===== src/rtl/mmio_bus_ctrl_pkg.sv =====
`default_nettype none
// ============================================================================
//  Module      : mmio_pkg
//  Description : Shared constants and types for the MMIO bus controller:
//                register offsets, STATUS bit positions, UART FSM state type
//                and a helper that packs the STATUS word.
//  Revision    : 1.0  initial release
// ============================================================================
package mmio_pkg;

    localparam int c_WORD_W = 32;

    // Register offsets inside the peripheral block (mem_addr[7:0])
    localparam logic [7:0] c_REG_LED    = 8'h00;
    localparam logic [7:0] c_REG_SW     = 8'h04;
    localparam logic [7:0] c_REG_BTN    = 8'h08;
    localparam logic [7:0] c_REG_CYCLE  = 8'h0C;
    localparam logic [7:0] c_REG_TXDATA = 8'h10;
    localparam logic [7:0] c_REG_STATUS = 8'h14;

    // STATUS register bit positions
    localparam int c_ST_EMPTY = 0;
    localparam int c_ST_FULL  = 1;
    localparam int c_ST_BUSY  = 2;
    localparam int c_ST_OVF   = 3;

    typedef enum logic [1:0] {
        UART_IDLE  = 2'd0,
        UART_START = 2'd1,
        UART_DATA  = 2'd2,
        UART_STOP  = 2'd3
    } uart_state_t;

    function automatic logic [c_WORD_W-1:0] status_word(
        input logic ovf,
        input logic busy,
        input logic full,
        input logic empty
    );
        logic [c_WORD_W-1:0] w;
        w             = '0;
        w[c_ST_OVF]   = ovf;
        w[c_ST_BUSY]  = busy;
        w[c_ST_FULL]  = full;
        w[c_ST_EMPTY] = empty;
        return w;
    endfunction

endpackage
`default_nettype wire


===== src/rtl/mmio_bus_ctrl_if.sv =====
`default_nettype none
// ============================================================================
//  Module      : mmio_bus_ctrl_if
//  Description : CPU data-side bus. The core (master) drives the store
//                strobe, byte address and store data; the controller (slave)
//                returns combinational load data in the same cycle.
//  Ports       : mem_write, mem_addr[31:0], write_data[31:0], read_data[31:0]
//  Revision    : 1.0  initial release
// ============================================================================
interface mmio_bus_ctrl_if;
    import mmio_pkg::*;

    logic                mem_write;
    logic [c_WORD_W-1:0] mem_addr;
    logic [c_WORD_W-1:0] write_data;
    logic [c_WORD_W-1:0] read_data;

    modport master (
        output mem_write,
        output mem_addr,
        output write_data,
        input  read_data
    );

    modport slave (
        input  mem_write,
        input  mem_addr,
        input  write_data,
        output read_data
    );

endinterface
`default_nettype wire


===== src/rtl/mmio_bus_ctrl_uart_tx_fifo.sv =====
`default_nettype none
// ============================================================================
//  Module      : uart_tx_fifo
//  Description : UART transmitter: byte FIFO feeding an 8N1 serializer.
//                A push on a full FIFO is dropped and sets a sticky overflow
//                flag. Frames go out back-to-back: the end of STOP pops the
//                next byte directly, without an idle cycle.
//  Ports       : clk, rst            clock / synchronous active-high reset
//                push, din[7:0]      enqueue request and byte
//                clr_overflow        clears the sticky overflow flag
//                full, empty         FIFO status
//                overflow, busy      sticky drop flag / serializer active
//                tx                  registered serial line, idle high
//  Revision    : 1.0  initial release
// ============================================================================
module uart_tx_fifo
    import mmio_pkg::*;
#(
    parameter int FIFO_DEPTH   = 16,   // power of two, >= 2
    parameter int CLKS_PER_BIT = 868
) (
    input  wire logic       clk,
    input  wire logic       rst,
    input  wire logic       push,
    input  wire logic [7:0] din,
    input  wire logic       clr_overflow,
    output logic            full,
    output logic            empty,
    output logic            overflow,
    output logic            busy,
    output logic            tx
);

    localparam int c_AW     = $clog2(FIFO_DEPTH);
    localparam int c_BAUD_W = (CLKS_PER_BIT > 1) ? $clog2(CLKS_PER_BIT) : 1;
    localparam logic [c_BAUD_W-1:0] c_BAUD_LAST = c_BAUD_W'(CLKS_PER_BIT - 1);

    localparam logic [1:0] c_S_IDLE  = UART_IDLE;
    localparam logic [1:0] c_S_START = UART_START;
    localparam logic [1:0] c_S_DATA  = UART_DATA;
    localparam logic [1:0] c_S_STOP  = UART_STOP;

    // ---------------------------------------------------------------- FIFO
    logic [7:0]    r_mem [FIFO_DEPTH];
    logic [c_AW:0] r_wr_ptr;
    logic [c_AW:0] r_rd_ptr;
    logic          r_overflow;
    logic          w_push_ok;
    logic          w_pop;

    // Extra pointer MSB distinguishes full from empty when the indices match.
    assign empty = (r_wr_ptr == r_rd_ptr);
    assign full  = (r_wr_ptr[c_AW] != r_rd_ptr[c_AW]) &&
                   (r_wr_ptr[c_AW-1:0] == r_rd_ptr[c_AW-1:0]);

    // Full is judged before any same-edge pop, so a push racing a pop on a
    // full FIFO is still dropped.
    assign w_push_ok = push && !full;
    assign overflow  = r_overflow;

    always_ff @(posedge clk) begin
        if (w_push_ok) begin
            r_mem[r_wr_ptr[c_AW-1:0]] <= din;
        end
    end

    always_ff @(posedge clk) begin
        if (rst) begin
            r_wr_ptr   <= '0;
            r_rd_ptr   <= '0;
            r_overflow <= 1'b0;
        end else begin
            if (w_push_ok) begin
                r_wr_ptr <= r_wr_ptr + 1'b1;
            end
            if (w_pop) begin
                r_rd_ptr <= r_rd_ptr + 1'b1;
            end
            if (clr_overflow) begin
                r_overflow <= 1'b0;
            end else if (push && full) begin
                r_overflow <= 1'b1;
            end
        end
    end

    // ---------------------------------------------------------- serializer
    logic [1:0]          r_state;
    logic [c_BAUD_W-1:0] r_baud;
    logic [2:0]          r_bitcnt;
    logic [7:0]          r_shift;
    logic                r_tx;
    logic                w_baud_done;
    logic [7:0]          w_head;

    assign w_baud_done = (r_baud == c_BAUD_LAST);
    assign w_head      = r_mem[r_rd_ptr[c_AW-1:0]];

    // Pop from IDLE, or straight out of a finishing STOP bit.
    assign w_pop = !empty &&
                   ((r_state == c_S_IDLE) ||
                    ((r_state == c_S_STOP) && w_baud_done));

    assign busy = (r_state != c_S_IDLE);
    assign tx   = r_tx;

    // r_tx is loaded with the level of the state being entered, so the line
    // changes on the same edge as the state register.
    always_ff @(posedge clk) begin
        if (rst) begin
            r_state  <= c_S_IDLE;
            r_baud   <= '0;
            r_bitcnt <= '0;
            r_shift  <= '0;
            r_tx     <= 1'b1;
        end else begin
            case (r_state)
                c_S_IDLE: begin
                    r_tx <= 1'b1;
                    if (!empty) begin
                        r_shift <= w_head;
                        r_baud  <= '0;
                        r_state <= c_S_START;
                        r_tx    <= 1'b0;
                    end
                end
                c_S_START: begin
                    if (w_baud_done) begin
                        r_baud   <= '0;
                        r_bitcnt <= '0;
                        r_state  <= c_S_DATA;
                        r_tx     <= r_shift[0];
                    end else begin
                        r_baud <= r_baud + 1'b1;
                    end
                end
                c_S_DATA: begin
                    if (w_baud_done) begin
                        r_baud <= '0;
                        if (r_bitcnt == 3'd7) begin
                            r_state <= c_S_STOP;
                            r_tx    <= 1'b1;
                        end else begin
                            r_bitcnt <= r_bitcnt + 1'b1;
                            r_shift  <= {1'b0, r_shift[7:1]};
                            r_tx     <= r_shift[1];
                        end
                    end else begin
                        r_baud <= r_baud + 1'b1;
                    end
                end
                c_S_STOP: begin
                    if (w_baud_done) begin
                        r_baud <= '0;
                        if (!empty) begin
                            r_shift <= w_head;
                            r_state <= c_S_START;
                            r_tx    <= 1'b0;
                        end else begin
                            r_state <= c_S_IDLE;
                            r_tx    <= 1'b1;
                        end
                    end else begin
                        r_baud <= r_baud + 1'b1;
                    end
                end
                default: begin
                    r_state <= c_S_IDLE;
                    r_tx    <= 1'b1;
                end
            endcase
        end
    end

endmodule
`default_nettype wire


===== src/rtl/mmio_bus_ctrl.sv =====
`default_nettype none
// ============================================================================
//  Module      : mmio_bus_ctrl
//  Description : Data-side bus controller for a single-cycle CPU. Decodes
//                word accesses to the external data RAM window or to the
//                peripheral register block (LED, SW, BTN, CYCLE, TXDATA,
//                STATUS). Loads are combinational; state updates on clk.
//  Ports       : clk, rst                  clock / sync active-high reset
//                bus (slave)               CPU store/load bus
//                ram_we/addr/wdata, rdata  external data RAM
//                switches, buttons         asynchronous board inputs
//                leds                      registered LED outputs
//                uart_tx                   serial output, idle high
//  Revision    : 1.0  initial release
// ============================================================================
module mmio_bus_ctrl
    import mmio_pkg::*;
#(
    parameter logic [31:0] DATA_BASE    = 32'h1001_0000,
    parameter int          RAM_AW       = 12,
    parameter logic [31:0] MMIO_BASE    = 32'hFFFF_0000,
    parameter int          FIFO_DEPTH   = 16,
    parameter int          CLKS_PER_BIT = 868
) (
    input  wire logic              clk,
    input  wire logic              rst,
    mmio_bus_ctrl_if.slave         bus,
    output logic                   ram_we,
    output logic [RAM_AW-1:0]      ram_addr,
    output logic [31:0]            ram_wdata,
    input  wire logic [31:0]       ram_rdata,
    input  wire logic [15:0]       switches,
    input  wire logic [4:0]        buttons,
    output logic [15:0]            leds,
    output logic                   uart_tx
);

    // One past the last RAM byte, kept 33 bits wide so a window ending at
    // the top of the address space still compares correctly.
    localparam logic [32:0] c_RAM_END = {1'b0, DATA_BASE} + (33'd4 << RAM_AW);

    // ------------------------------------------------------------- decode
    logic       w_ram_sel;
    logic       w_mmio_sel;
    logic [7:0] w_off;
    logic       w_mmio_wr;
    logic       w_led_we;
    logic       w_cycle_we;
    logic       w_tx_push;
    logic       w_status_we;

    assign w_ram_sel  = (bus.mem_addr >= DATA_BASE) &&
                        ({1'b0, bus.mem_addr} < c_RAM_END);
    assign w_mmio_sel = (bus.mem_addr[31:8] == MMIO_BASE[31:8]);
    assign w_off      = bus.mem_addr[7:0];
    assign w_mmio_wr  = bus.mem_write && w_mmio_sel;

    assign w_led_we    = w_mmio_wr && (w_off == c_REG_LED);
    assign w_cycle_we  = w_mmio_wr && (w_off == c_REG_CYCLE);
    assign w_tx_push   = w_mmio_wr && (w_off == c_REG_TXDATA);
    assign w_status_we = w_mmio_wr && (w_off == c_REG_STATUS);

    assign ram_we    = bus.mem_write && w_ram_sel;
    assign ram_addr  = bus.mem_addr[RAM_AW+1:2];
    assign ram_wdata = bus.write_data;

    // ---------------------------------------------------------- registers
    logic [31:0] r_led;
    logic [31:0] r_cycle;
    logic [15:0] r_sw_meta;
    logic [15:0] r_sw_sync;
    logic [4:0]  r_btn_meta;
    logic [4:0]  r_btn_sync;

    always_ff @(posedge clk) begin
        if (rst) begin
            r_led      <= '0;
            r_cycle    <= '0;
            r_sw_meta  <= '0;
            r_sw_sync  <= '0;
            r_btn_meta <= '0;
            r_btn_sync <= '0;
        end else begin
            if (w_led_we) begin
                r_led <= bus.write_data;
            end
            // A CPU write takes priority over the free-running increment.
            if (w_cycle_we) begin
                r_cycle <= '0;
            end else begin
                r_cycle <= r_cycle + 32'd1;
            end
            r_sw_meta  <= switches;
            r_sw_sync  <= r_sw_meta;
            r_btn_meta <= buttons;
            r_btn_sync <= r_btn_meta;
        end
    end

    assign leds = r_led[15:0];

    // --------------------------------------------------------------- UART
    logic w_full;
    logic w_empty;
    logic w_overflow;
    logic w_busy;

    uart_tx_fifo #(
        .FIFO_DEPTH   (FIFO_DEPTH),
        .CLKS_PER_BIT (CLKS_PER_BIT)
    ) u_uart_tx_fifo (
        .clk          (clk),
        .rst          (rst),
        .push         (w_tx_push),
        .din          (bus.write_data[7:0]),
        .clr_overflow (w_status_we),
        .full         (w_full),
        .empty        (w_empty),
        .overflow     (w_overflow),
        .busy         (w_busy),
        .tx           (uart_tx)
    );

    // ---------------------------------------------------------- load mux
    always_comb begin
        bus.read_data = '0;
        if (w_ram_sel) begin
            bus.read_data = ram_rdata;
        end else if (w_mmio_sel) begin
            case (w_off)
                c_REG_LED:    bus.read_data = r_led;
                c_REG_SW:     bus.read_data = {16'b0, r_sw_sync};
                c_REG_BTN:    bus.read_data = {27'b0, r_btn_sync};
                c_REG_CYCLE:  bus.read_data = r_cycle;
                c_REG_STATUS: bus.read_data = status_word(w_overflow, w_busy,
                                                          w_full, w_empty);
                default:      bus.read_data = '0;
            endcase
        end
    end

endmodule
`default_nettype wire

===== src/flat_wrapper.sv =====
// flat-port wrapper written by rule: the top's interface ports become plain ports
module mmio_bus_ctrl_flat import mmio_pkg::*;
#(
    parameter logic [31:0] DATA_BASE    = 32'h1001_0000,
    parameter int          RAM_AW       = 12,
    parameter logic [31:0] MMIO_BASE    = 32'hFFFF_0000,
    parameter int          FIFO_DEPTH   = 16,
    parameter int          CLKS_PER_BIT = 868
)
  (clk, rst, ram_we, ram_addr, ram_wdata, ram_rdata, switches, buttons, leds, uart_tx, bus_mem_write, bus_mem_addr, bus_write_data, bus_read_data);
  mmio_bus_ctrl_if bus_i ();
  input  wire logic clk;
  input  wire logic rst;
  output logic ram_we;
  output logic [RAM_AW-1:0] ram_addr;
  output logic [31:0] ram_wdata;
  input  wire logic [31:0] ram_rdata;
  input  wire logic [15:0] switches;
  input  wire logic [4:0] buttons;
  output logic [15:0] leds;
  output logic uart_tx;
  input wire logic [$bits(bus_i.mem_write)-1:0] bus_mem_write;
  input wire logic [$bits(bus_i.mem_addr)-1:0] bus_mem_addr;
  input wire logic [$bits(bus_i.write_data)-1:0] bus_write_data;
  output wire logic [$bits(bus_i.read_data)-1:0] bus_read_data;
  assign bus_i.mem_write = bus_mem_write;
  assign bus_i.mem_addr = bus_mem_addr;
  assign bus_i.write_data = bus_write_data;
  assign bus_read_data = bus_i.read_data;
  mmio_bus_ctrl #(.DATA_BASE(DATA_BASE), .RAM_AW(RAM_AW), .MMIO_BASE(MMIO_BASE), .FIFO_DEPTH(FIFO_DEPTH), .CLKS_PER_BIT(CLKS_PER_BIT)) u_core (.clk(clk), .rst(rst), .bus(bus_i), .ram_we(ram_we), .ram_addr(ram_addr), .ram_wdata(ram_wdata), .ram_rdata(ram_rdata), .switches(switches), .buttons(buttons), .leds(leds), .uart_tx(uart_tx));
endmodule

===== config.mk =====
export PLATFORM = sky130hd
export DESIGN_NAME = mmio_bus_ctrl_flat
export DESIGN_NICKNAME = d
export VERILOG_FILES = /design/src/rtl/mmio_bus_ctrl_pkg.sv /design/src/rtl/mmio_bus_ctrl_if.sv /design/src/rtl/mmio_bus_ctrl_uart_tx_fifo.sv /design/src/rtl/mmio_bus_ctrl.sv /design/src/flat_wrapper.sv
export SDC_FILE = /design/constraint.sdc
export NUM_CORES = 1
export LEC_CHECK = 0
export CORE_MARGIN = 5
export CORE_UTILIZATION = 48
export CTS_CLUSTER_SIZE = 24
export DETAILED_ROUTE_END_ITERATION = 6
export GPL_TIMING_DRIVEN = 1
export PLACE_DENSITY = 0.88
export SLEW_MARGIN = 40
export SYNTH_ARGS = -nofsm -noshare
export SYNTH_HDL_FRONTEND = slang
export SYNTH_SLANG_ARGS = --single-unit

===== constraint.sdc =====
create_clock -name clk -period 3.3 [get_ports clk]
set_input_delay 0.495 -clock clk [delete_from_list [all_inputs] [get_ports clk]]
set_output_delay 0.495 -clock clk [all_outputs]
set_load 0.01 [all_outputs]

==> metrics.yaml, run 1 <==
finish:
  final_common_cell: "clkdlybuf4s50_1"
  layout_common_cells: "clkdlybuf4s50_1 (180), dfxtp_1 (144), edfxtp_1 (128)"
  drive_gt1_frac: 0.130
  final_area_mm2: 0.0153
  nets: 1395
  n_antenna_cell: 0
  regArea_mm2: 0.00675
  layout.cells.non_filler: 1604
  fillers: 1749
  multi_input_area_mm2: 0.00455
  areaGrowthSynthToFinish_pct: 27.9
  fin_util: 0.627
timing:
  setup_viol: 0
  finalCriticalPeriod_ns: 3.26
  fmax_ghz: 0.307
  finalClockSkew_ns: 0.0181
  timing_max_transition_violations_final: 0
  fin_crit_sh: 0.987
  relSlewSlack: 0.486
  rsz0062_at_grt: "yes"
  worstMarginPinSlew_ns: 0.769
  finalHoldViolations: 0
drt:
  routed_wirelength_mm: 34.9
  vias_per_cell: 5.82
  drtIter0Drc: 1049
  dr.pass1.iters: 5
  route.detailed.drc: 0
  dr_total_vias: 9341
  wl_per_cell_um: 21.7
  drtAntennaViolNets: 0
logic_synthesis:
  ys_ff_latch: 273
  synth_compound_area_frac: 0.0958
  synth_top_family_by_area: "simple AND/OR/NAND/NOR gates"
  synth_area_leaders: "edfxtp_1 (32%), dfxtp_1 (24%), mux4_2 (5.7%), nand2_1 (3.9%), buf_4 (3.8%)"
  ys_types: 61
  yosys-mux-area-fraction: 0.0879
  synthAdderAreaFrac: 0.0147
  yosys.area_share.simple: 0.146
  yosysWarnings: 0
  synthXorXnorAreaFrac: 0.0308
  yosys.area.top_type_share: 0.321
  netlist_area_mm2: 0.0120
  syn_nets: 1196
  async_flop_share: 0
  synthCells: 1062
  synth_edf_count: 128
  syn_area_per_cell_um2: 11.3
  ys_seq_area_frac: 0.564
  synthFlopType: "dfxtp_1"
  synth_top_cell_by_area: "edfxtp_1"
clock_tree:
  cts_root_buf: "clkbuf_16"
  cts_max_level: 1
  cts_num_sinks: 273
  clkSlewWorstSetupHoldPaths_ns: 0.07
  holdBufCountCts: 0
  cts_tree: "built"
  clk_path_buf_depth: 3
  worstSkewPairLatency_ns: 0.53
  numCtsBuffers: 25
critical_path:
  critPathKind: "primary input to output pin"
  crit_required_ns: 2.80
  critPathArrivalTime_ns: 2.76
  max_stage_delay_ns: 0.54
  r2r_slack_ns: 0.63
  crit_fanout: 12
  rr_endpoint: "u_core.u_uart_tx_fifo.r_mem[1][1]$_DFFE_PP_"
  crit_family: "buffers and inverters"
  cpMaxStageDelayCell: "clkdlybuf4s50_1"
  r2r-start: "u_core.u_uart_tx_fifo.r_wr_ptr[2]$_SDFFE_PP0P_"
  start_kind: "primary input"
  path_buf_inv: 5
  reg2regPathDepth: 7
  crit_chain: "clkdlybuf4s50_1, nor4_2, buf_4, nand3b_1, nor4_4, buf_4, buf_6, and2_1, clkdlybuf4s50_1"
  end_kind: "output pin"
placed_design:
  place_congestion: 0.914
  dpl_cell_area_mm2: 0.0144
  numPortBuffers: 213
  hpwl_mm: 24.3
  place_inst: 1553
global_route:
  grt_max_degree: 53
  grt_overflow: 0
  track_usage: 0.235
  grt_pass1_vias: 9293
  grt_antenna_before_repair: 0
  grt_pass1_wl_mm: 53.1
power_and_ir_drop:
  powerDensity_mw_per_mm2: 482
  irDropWorstVdd_mv: 0.481
  power.leakage_nw: 5.26
hold_path:
  hold_class: "primary input to flop"
  whs_path_depth: 2
  hold_start: "rst"
floorplanning:
  pin_count: 214
  die_w_um: 168
  die_h_um: 168
  die_area_mm2: 0.0282
  rows: 57
  core_mm2: 0.0244
  start_util: 0.490
outcome:
  status: "completed"
flow_run:
  drv_cap: 0
[Yosys cell counts (17+ instances only)]
master and number:
mux2i_1 33, a22oi_1 17, clkbuf_1 42, nand3_1 24, xor2_1 21, buf_4 60
dfxtp_1 145, a21oi_1 52, xnor2_1 21, inv_1 17, nand2_1 123, nand4_1 18
edfxtp_1 128, mux4_2 30, nor2_1 71, nor2b_1 45, o21ai_0 43
[worst max-delay path by stage]
stage,start,endpoint,slack (ns),cells after the start
4_1_cts,bus_mem_addr[10],bus_read_data[15],0.02,10
3_5_place_dp,bus_mem_addr[11],bus_read_data[27],-0.40,8
2_1_floorplan,bus_mem_addr[8],u_core.u_uart_tx_fifo.r_mem[15][0]$_DFFE_PP_,0.12,5
5_1_grt,bus_mem_addr[8],bus_read_data[15],-0.04,10
6_report,bus_mem_addr[27],ram_we,0.04,9
3_3_place_gp,bus_mem_addr[8],bus_read_data[27],-0.30,8
[through the flow]
step | TNS [ns] | hold WS [ns] | worst slack [ns] | total power, mW
final | 0 | 0.429 | 0.0434 | 7.36
after floorplan | 0 | 0.414 | 0.117 | 4.06
after CTS | 0 | 0.416 | 0.0158 | 7.37
after global placement | -17.01 | 0.416 | -0.301 | 4.36
after detailed placement | -23.83 | 0.422 | -0.396 | 4.38
after global routing | -0.0608 | 0.456 | -0.0375 | 7.59
[sequential cells by signal, summed over array words and instances, names as in the netlist, named ones only]
| name | cells |
|---|---|
| u_core.u_uart_tx_fifo.r_wr_ptr | 5 |
| u_core.u_uart_tx_fifo.r_state | 2 |
| u_core.u_uart_tx_fifo.tx | 1 |
| u_core.r_btn_meta | 5 |
| u_core.u_uart_tx_fifo.r_baud | 10 |
| u_core.r_sw_sync | 16 |
| u_core.u_uart_tx_fifo.r_rd_ptr | 5 |
| u_core.r_btn_sync | 5 |
| u_core.u_uart_tx_fifo.r_shift | 8 |
| u_core.r_cycle | 32 |
| u_core.u_uart_tx_fifo.r_mem | 128 |
| u_core.u_uart_tx_fifo.overflow | 1 |
| u_core.r_sw_meta | 16 |
| u_core.r_led | 32 |
| u_core.u_uart_tx_fifo.r_bitcnt | 3 |
[per-layer routing]
metal  share of wire  wire [µm]  track usage
met4           0.028        993       0.0656
met2            0.50      17300        0.405
met3           0.080       2800       0.0394
met1            0.39      13700        0.310
met5               0          0            0
[layout make-up]
| class | count | share of cell area |
|---|---|---|
| Tap cell | 324 | 0.0265 |
| Multi-Input combinational cell | 658 | 0.297 |
| Clock inverter | 15 | 0.0118 |
| Inverter | 17 | 0.00417 |
| Sequential cell | 273 | 0.441 |
| Clock buffer | 31 | 0.0443 |
| Timing Repair Buffer | 286 | 0.175 |
[worst reg2reg max path, delay by kind of cell (launching register included)]
kind,cells,cell delay (ns)
AO/OA/AOI/OAI,1,0.34
flip-flops,1,0.62
AND/OR/NAND/NOR,3,0.84
buffers and inverters,2,0.44
XOR/XNOR,1,0.15
[power by group]
part | total [mW] | internal (mW) | switching [mW] | leakage, nW
Combinational | 0.701 | 0.354 | 0.347 | 2.51
Clock | 3.03 | 1.77 | 1.26 | 0.421
Sequential | 3.63 | 3.59 | 0.0379 | 2.33
[repair_timing]
item,CTS,global route
gates cloned,0,1
buffers inserted,2,2
pin swaps,0,2
resized for setup,38,28
setup endpoints to repair,33,22
[kinds of logic after synthesis]
family / count (synthesis)
AO/OA/AOI/OAI: 179
XOR/XNOR: 42
adder cells (fa/ha/maj): 14
buffers and inverters: 131
flip-flops: 273
multiplexers: 67
AND/OR/NAND/NOR: 356
(Power assumes the default switching activity.)
==> run 2: changes to the inputs <==
SKIP_LAST_GASP = 1   (was not set)
==> metrics.yaml, run 2 (synthesized netlist as in run 1, its figures left out) <==
power_and_ir_drop:
  power.leakage_nw: 5.35  # +1.7%
  irDropWorstVdd_mv: 0.483  # +0.43%
  p_int_mw: 5.72  # about the same
  seqPwrFrac: 0.493  # about the same
  sw_frac_of_total: 0.223  # -0.000312
  p_total_mw: 7.36  # about the same
  pwr-share-clk: 0.412  # about the same
  powerDensity_mw_per_mm2: 480  # -0.30%
  p_comb_frac: 0.095  # about the same
  switchingPower_mw: 1.64  # -0.18%
clock_tree:
  cts_num_sinks: 273  # unchanged
  cts_tree: "built"
  clk_path_buf_depth: 3  # unchanged
  cts_max_level: 1  # unchanged
  clkSlewWorstSetupHoldPaths_ns: 0.07  # about the same
  worstSkewPairLatency_ns: 0.53  # about the same
  cts_root_buf: "clkbuf_16"
  holdBufCountCts: 0  # unchanged
  numCtsBuffers: 25  # unchanged
timing:
  worstMarginPinSlew_ns: 0.755  # -0.0142 ns
  fin_crit_sh: 0.985  # -0.00189
  rsz0062_at_grt: "yes"
  finalHoldViolations: 0  # unchanged
  finalCriticalPeriod_ns: 3.25  # -0.00623 ns
  timing_max_transition_violations_final: 0  # unchanged
  finalClockSkew_ns: 0.0158  # -0.00231 ns
  setup_viol: 0  # unchanged
  worst_hold_slack_ns: 0.430  # +0.00160 ns
  fmax_ghz: 0.308  # +0.19%
  final.setup.tns_ns: 0  # unchanged
  relSlewSlack: 0.496  # +0.00947
global_route:
  track_usage: 0.235  # unchanged
  grt_overflow: 0  # unchanged
  grt_antenna_before_repair: 0  # unchanged
  grt_max_degree: 53  # unchanged
  grt_pass1_wl_mm: 53.1  # unchanged
  grt_pass1_vias: 9293  # unchanged
critical_path:
  start_kind: "primary input"
  end_kind: "output pin"
  cpMaxStageDelayCell: "clkdlybuf4s50_1"
  critPathKind: "primary input to output pin"
  crit_family: "buffers and inverters"
  crit_fanout: 12  # unchanged
  critPathArrivalTime_ns: 2.76  # about the same
  path_buf_inv: 5  # unchanged
  crit_required_ns: 2.80  # about the same
  max_stage_delay_ns: 0.54  # about the same
  crit_chain: "clkdlybuf4s50_1, nor4_2, buf_4, nand3b_1, nor4_4, buf_4, buf_6, and2_1, clkdlybuf4s50_1"
drt:
  route.detailed.drc: 0  # unchanged
  dr.pass1.iters: 5  # unchanged
  dr_total_vias: 9329  # -0.13%
  drtIter0Drc: 997  # -5.0%
  wl_per_cell_um: 21.7  # -0.23%
  vias_per_cell: 5.81  # -0.31%
  routed_wirelength_mm: 34.9  # about the same
  drtAntennaViolNets: 0  # unchanged
finish:
  final_common_cell: "clkdlybuf4s50_1"
  drive_gt1_frac: 0.132  # +0.00204
  largest_register_ffs: 128  # unchanged
  layout.cells.non_filler: 1607  # +0.19%
  areaGrowthSynthToFinish_pct: 28.2
  fin_util: 0.629  # +0.00164
  nets: 1398  # +0.22%
  n_antenna_cell: 0  # unchanged
  layout_common_cells: "clkdlybuf4s50_1 (180), dfxtp_1 (144), edfxtp_1 (128)"
floorplanning:
  die_h_um: 168  # unchanged
  die_area_mm2: 0.0282  # unchanged
  die_w_um: 168  # unchanged
  core_mm2: 0.0244  # unchanged
  rows: 57  # unchanged
  start_util: 0.490  # unchanged
  pin_count: 214  # unchanged
placed_design:
  numPortBuffers: 213  # unchanged
  hpwl_mm: 24.3  # unchanged
  place_inst: 1553  # unchanged
  place_congestion: 0.914  # unchanged
outcome:
  status: "completed"
flow_run:
  drv_cap: 0  # unchanged
hold_path:
  hold_class: "primary input to flop"
-- run 2: changes by cell type in the layout (fill, tap and decap cells not counted), sizes merged --
cell	before	now
dlymetal6s2s	0	5
dlygate4sd2	20	15
clkdlybuf4s15	7	6
buf	74	77
dlygate4sd1	0	1
-- run 2: through the flow --
stage	area (µm²)	setup slack, ns
floorplan	12000	0.117
global placement	14400	-0.301
detailed placement	14400	-0.396
CTS	15300	-0.143
global route	15300	-0.0417
finish	15300	0.0496
-- run 2: repair_timing --
action / CTS / global route
endpoints found under the setup margin: 33 / 27
gates cloned: 0 / 1
setup buffers: 2 / 5
resized for setup: 33 / 33
pin swaps: 0 / 2
-- run 2: final cells by class --
| type | count | area [µm²] |
|---|---|---|
| clock buffer | 31 | 678 |
| clock inverter | 15 | 180 |
| fill | 1738 | 9060 |
| inverter | 17 | 63.8 |
| multi-input combinational | 658 | 4550 |
| sequential | 273 | 6750 |
| tap | 324 | 405 |
| timing repair buffer | 289 | 2710 |
-- run 2: layer usage --
metal / vias up / GRT usage / routed length, µm
li1: 4220 / - / -
met1: 4539 / 0.310 / 13600
met2: 490 / 0.405 / 17600
met3: 80 / 0.0394 / 2750
met4: 0 / 0.0656 / 912
met5: - / 0 / 0
-- run 2: path summary, 6_finish.rpt --
check | end | slack [ns] | start | cells after the start
setup / recovery | ram_we | 0.05 | bus_mem_addr[27] | 9
hold / removal | flop | 0.43 | rst | 2
setup reg to reg | u_core.u_uart_tx_fifo.r_mem[1][1]$_DFFE_PP_ | 0.60 | u_core.u_uart_tx_fifo.r_wr_ptr[2]$_SDFFE_PP0P_ | 7
hold reg to reg | u_core.r_btn_sync[1]$_SDFF_PP0_ | 0.44 | u_core.r_btn_meta[1]$_SDFF_PP0_ | 1
-- run 2: power by group through the flow --
stage / registers, mW / clock network [mW] / logic (mW)
finish: 3.63 / 3.03 / 0.700
detailed placement: 3.70 / 0 / 0.681
CTS: 3.63 / 3.05 / 0.692
floorplan: 3.69 / 0 / 0.367
global placement: 3.70 / 0 / 0.659
global route: 3.63 / 3.20 / 0.752
